## src/rtl/alu.sv

```systemverilog
// Single-cycle 32-bit integer ALU with a registered result and zero flag.
// Operands and opcode are sampled on every rising CLK edge; unused opcodes yield zero.
module alu #(
    parameter int DATA_WIDTH = 32,
    parameter int OPRN_WIDTH = 6
) (
    input  logic                  CLK,
    input  logic                  RST,
    input  logic [DATA_WIDTH-1:0] OP1,
    input  logic [DATA_WIDTH-1:0] OP2,
    input  logic [OPRN_WIDTH-1:0] OPRN,
    output logic [DATA_WIDTH-1:0] OUT,
    output logic                  ZERO
);

    localparam int SHAMT_WIDTH = $clog2(DATA_WIDTH);

    localparam logic [OPRN_WIDTH-1:0] OP_ADD = OPRN_WIDTH'(1);
    localparam logic [OPRN_WIDTH-1:0] OP_SUB = OPRN_WIDTH'(2);
    localparam logic [OPRN_WIDTH-1:0] OP_MUL = OPRN_WIDTH'(3);
    localparam logic [OPRN_WIDTH-1:0] OP_SRL = OPRN_WIDTH'(4);
    localparam logic [OPRN_WIDTH-1:0] OP_SLL = OPRN_WIDTH'(5);
    localparam logic [OPRN_WIDTH-1:0] OP_AND = OPRN_WIDTH'(6);
    localparam logic [OPRN_WIDTH-1:0] OP_OR  = OPRN_WIDTH'(7);
    localparam logic [OPRN_WIDTH-1:0] OP_NOR = OPRN_WIDTH'(8);
    localparam logic [OPRN_WIDTH-1:0] OP_SLT = OPRN_WIDTH'(9);

    logic [DATA_WIDTH-1:0]  out_q;
    logic [DATA_WIDTH-1:0]  out_d;
    logic                   zero_q;
    logic                   zero_d;
    logic [SHAMT_WIDTH-1:0] shamt;
    logic                   shift_overrange;
    logic [DATA_WIDTH-1:0]  srl_res;
    logic [DATA_WIDTH-1:0]  sll_res;
    logic                   slt_bit;

    // Any set bit above the in-range shift amount means the whole operand shifts out.
    assign shamt           = OP2[SHAMT_WIDTH-1:0];
    assign shift_overrange = |OP2[DATA_WIDTH-1:SHAMT_WIDTH];
    assign srl_res         = shift_overrange ? '0 : (OP1 >> shamt);
    assign sll_res         = shift_overrange ? '0 : (OP1 << shamt);
    assign slt_bit         = $signed(OP1) < $signed(OP2);

    always_comb begin
        out_d = '0;
        case (OPRN)
            OP_ADD:  out_d = OP1 + OP2;
            OP_SUB:  out_d = OP1 - OP2;
            OP_MUL:  out_d = OP1 * OP2;
            OP_SRL:  out_d = srl_res;
            OP_SLL:  out_d = sll_res;
            OP_AND:  out_d = OP1 & OP2;
            OP_OR:   out_d = OP1 | OP2;
            OP_NOR:  out_d = ~(OP1 | OP2);
            OP_SLT:  out_d = {{(DATA_WIDTH-1){1'b0}}, slt_bit};
            default: out_d = '0;
        endcase
    end

    // Flag is derived from the same next value so it never lags the result.
    assign zero_d = (out_d == '0);

    always_ff @(posedge CLK) begin
        if (RST) begin
            out_q  <= '0;
            zero_q <= 1'b1;
        end else begin
            out_q  <= out_d;
            zero_q <= zero_d;
        end
    end

    assign OUT  = out_q;
    assign ZERO = zero_q;

endmodule

```

## config.mk

```make
export PLATFORM = sky130hd
export DESIGN_NAME = alu
export DESIGN_NICKNAME = d
export VERILOG_FILES = /design/src/rtl/alu.sv
export SDC_FILE = /design/constraint.sdc
export NUM_CORES = 2
export LEC_CHECK = 0
export CAP_MARGIN = 30
export CORE_ASPECT_RATIO = 1.4
export CORE_MARGIN = 2
export CORE_UTILIZATION = 40
export DETAILED_ROUTE_END_ITERATION = 6
export GPL_TIMING_DRIVEN = 1
export PLACE_DENSITY_LB_ADDON = 0.15
export SYNTH_ARGS = -nofsm -noshare
export SYNTH_HDL_FRONTEND = slang
export SYNTH_SLANG_ARGS = --single-unit
```

## constraint.sdc

```tcl
create_clock -name CLK -period 15.5 [get_ports CLK]
set_input_delay 3.1 -clock CLK [delete_from_list [all_inputs] [get_ports CLK]]
set_output_delay 3.1 -clock CLK [all_outputs]
set_load 0.01 [all_outputs]
```

**Yosys cells after proc, flatten, opt, wreduce, memory -nomap -nowiden**

Index checks and enable logic that the tools add are counted.

- Bits of input ports: 72
- Output and inout port bits: 33
- Bits in registers: 33
- Logic and storage cells: 25

- Bitwise gates (word level): 3
- Shift operators: 2
- Magnitude comparators: 1
- Equal/unequal tests: 9
- Add/subtract/negate cells: 2
- $mul: 1
- Muxes and demuxes: 3
- Reduce and logical (&&, ||, !) cells: 2

Operator list:

| cell | number |
|---|---|
| 32-bit one-hot mux with 9 select lines | 1 |
| 32-bit 2-to-1 mux | 2 |
| 32-bit adder | 1 |
| 32-bit bitwise AND | 1 |
| 32-bit zero test | 1 |
| 32-bit less-than comparator | 1 |
| 32-bit by 32-bit multiplier with 32-bit output | 1 |
| 32-bit inverter | 1 |
| 32-bit OR | 1 |
| 32-bit by 5-bit << shifter with 32-bit output | 1 |
| 32-bit by 5-bit right shift with 32-bit output | 1 |
| 32-bit subtractor | 1 |
| 27-bit OR reduction | 1 |
| 6-bit by 3-bit equality test with 1-bit output (second input constant) | 4 |
| 6-bit by 2-bit equality test with 1-bit output (second input constant) | 2 |
| 6-bit by 4-bit equality test with 1-bit output (second input constant) | 2 |
| 6-bit by 1-bit equality test with 1-bit output (second input constant) | 1 |

**Depth between registers and ports, before layout**

- Word-level depth: 4
- Gate-level depth with buffers: 34
- Mapped depth without buffers: 29

**Worst setup path after synthesis**

No wires, ideal clock.

- Kind: input -> register
- Start point: input port OP2[3]
- End point: register zero_q (netlist: ZERO)
- Arrival: 11557 ps
- Library setup time: 96 ps
- Setup slack: 3847 ps
- Stages on the path: 32
- Cells stage by stage: buf_2 > inv_2 > buf_1 > clkbuf_1 > clkbuf_1 > buf_1 > nor2_1 > fa_1 > inv_1 > fa_1 > fa_1 > fa_1 > inv_1 > fa_1 > inv_1 > fa_1 > inv_1 > fa_1 > fa_1 > ha_1 > a21oi_1 > o211ai_1 > or3_1 > a21oi_1 > o31ai_1 > and2_1 > o21ai_0 > o22ai_1 > o21a_1 > a2111oi_0 > nand4_1 > o41ai_2

- Longest elaborated chain between the ends: 4
- Elaborated cells between the ends (all ways): 13

RTL lines:

| item | line | source |
|---|---|---|
| start: declaration | 10 | `input logic [DATA_WIDTH-1:0] OP2,` |
| branches (longest 2 deep; another with 32-bit by 32-bit multiplier with 32-bit output) | n/a |  |
| 32-bit one-hot mux with 9 select lines (*) | 47 | `case (OPRN)` |
| 32-bit zero test (*) | 62 | `assign zero_d = (out_d == '0);` |
| end signal: assignment | 70 | `zero_q <= zero_d;` |
| end: declaration | 30 | `logic zero_q;` |

Mark *: on every way between the ends.
A chain may end at the register's enable or synchronous reset.

**Final worst setup path**

- Start point: input port OP2[6]
- End point: register zero_q (netlist: ZERO)

- Longest elaborated chain between the ends: 4
- Elaborated cells between the ends (all ways): 12

RTL lines:

| item | line |
|---|---|
| branches (longest 2 deep; another with 32-bit by 32-bit multiplier with 32-bit output) | n/a |
| 32-bit one-hot mux with 9 select lines (*) | 47 |
| 32-bit zero test (*) | 62 |

Marked as above.

==> results.toml <==
[outcome]
outcome = "completed"

[routing]
first_pass_iters = 6
dr_total_vias = 24600
wl_mm = 123
final_antenna_net_count = 0
route.detailed.drc = 0
drtIter0Drc = 2690
wire_per_inst_um = 31.3
routed_via_density = 6.27

[synth]
synth_area_um2 = 25000
ys_seq_area_share_pct = 2.64
synth_xor_area_share_pct = 3.33
synthCells = 3124
yosys_warnings = 0
synth_edf_count = 0
synth_compound_area_share_pct = 15.3
synth_top_area_share_pct = 32.8
synth_top_family_by_area = "adder cells"
synth_common_cells = "nor2_1, inv_1, fa_1"
ys_ff_latch = 33
ys_top_cells_by_area = "fa_1, ha_1, nor2_1"
yosysTopAreaCell = "fa_1"
synth.distinct_cells = 84
postSynthAreaPerCell_um2 = 8.00
synth_most_common_cell = "nor2_1"
synth_nets = 3826
synth_simple_gate_area_share_pct = 17.3
synth_mux_area_share_pct = 7.23
synth_ff_type = "dfxtp_1"
synthAdderAreaFrac_pct = 43.8
synthArstFlopShare_pct = 0

[setup_path]
cp_top_family = "adder cells"
crit_fanout = 13
cp-end-kind = "register"
crit_buf_inv = 6
max_stage_delay_ps = 980
critPathLaunchType = "primary input"
worst_ep_arrival_time_ps = 12640
path_class = "primary input to register"
path_depth = 28
cp_data_required_time_ps = 15710
cp_common_cell = "fa_1"
critPathSlowestCell = "clkdlybuf4s50_1"

[finish]
area_growth_pct = 7.90
nFillCells = 6407
fin_nets = 3805
drive_gt1_share_pct = 6.19

[timing]
period_needed_ps = 12430
rsz0062_at_grt = "false"
max_freq_mhz = 80.5
setup_viol = 0
hold_viol = 0
tightest_slew_ps = 1050
slew_violations = 0
post-route-period-util_pct = 80.2
slew_headroom_pct = 29.3
finalSetupTns_ps = 0

[flow_run]
maxCapViolCount = 0

[cts]
clk_path_buf_depth = 2
cts_setup_buffers = 0
cts_tree = "built"
hold_buffers = 0
cts_buffers = 5
htreeDepth = 2
cts.clk_slew.worst_paths_ps = 50
clockRootBuffer = "clkbuf_16"
cts_resized = 0
tritoncts_num_sinks = 33

[grt]
use_met2_pct = 63.6
grt_max_degree = 89
grt_usage_pct = 37.9
grt.overflow.total = 0
grt_pass1_wl_mm = 177
grt_pass1_vias = 25500
busiest_layer = "met2"
met1_usage_pct = 45.6
met3_usage_pct = 5.94
antenna_found_initial = 4

[min_path]
min_path_type = "primary input to register"
min_delay_path_depth = 3

[placed_design]
gp_congestion = 1.01
portBuffers = 104
hpwl_mm = 97.8

[floorplan]
io_pins = 105
num_rows = 108
coreArea_um2 = 61900
die_h_um = 300
die_area_um2 = 64500
initial_core_util_pct = 40.4
die_x_um = 215
-- cell type report --
class | instances | area (µm²) | area share [%]
multi-input combinational | 2411 | 21800 | 80.7
timing repair buffer | 177 | 1580 | 5.86
inverter | 475 | 1780 | 6.61
sequential | 33 | 661 | 2.45
clock buffer | 7 | 143 | 0.529
tap | 825 | 1030 | 3.83
antenna | 1 | 2.50 | 0.00928
-- worst min-delay path, cell delays in order --
cell	delay, ps
clkdlybuf4s50_1	550
inv_1	170
o41ai_2	80
-- metrics by stage --
stage          hold slack (ps)  setup slack [ps]  instances  cell area, µm²  utilization [%]
4_1_cts                   3670              3220       3928           27000             43.6
5_1_grt                   3670              2460       3928           27000             43.6
6_report                  3630              3070       3929           27000             43.6
3_3_place_gp              3840              2950       3919           26800             43.3
2_1_floorplan             3190              3850       3124           25000                -
3_5_place_dp              3840              2930       3921           26800             43.4
-- layout by cell type (no fill, tap or decap), drive strengths merged, types with 13 or more instances in the layout --
cell type	netlist	layout
nor2	476	476
nand2b	15	15
o211ai	33	33
a31oi	24	24
xor2	22	22
mux2i	47	47
dfxtp	33	33
a221oi	42	42
a21o	24	24
nand2	308	308
ha	220	220
o21a	15	15
nor4	16	16
xnor2	73	73
nand4	14	14
nor2b	26	26
fa	410	410
inv	464	464
clkdlybuf4s50	0	99
o22ai	13	13
o21ai	101	101
nand3	42	42
nor3	46	46
mux4	41	41
a21oi	115	115
a2111oi	16	16
buf	49	77
mux2	36	36
a211oi	31	31
a221o	25	25
o221ai	17	17
or3	15	15
-- path summary, 6_finish.rpt --
| check | start | to | slack [ps] |
|---|---|---|---|
| hold / removal | RST | ZERO | 3630 |
| setup / recovery | OP2[6] | ZERO | 3070 |
-- layer usage --
layer / vias up / part of all wire [%]
met5: - / 0.017
met4: 4 / 7.7
met3: 410 / 8.5
met2: 1548 / 48
met1: 12400 / 36
li1: 10300 / -
-- sequential cells by signal (all words and copies together), names as in the netlist --
register / count
OUT: 32
ZERO: 1
-- logic make-up (layout without fill, tap and decap cells) --
| group | after synthesis | after routing |
|---|---|---|
| DFF | 33 | 33 |
| other | 0 | 1 |
| muxes | 124 | 124 |
| AOI/OAI and AO/OA | 550 | 550 |
| xor gates and xnor gates | 95 | 95 |
| and+or+nand+nor | 1012 | 1012 |
| buffers and inverters | 680 | 659 |
| adders and majority gates | 630 | 630 |
Power is not shown: default switching activity piles up to over one toggle a cycle in this logic, so the estimate is an artifact.
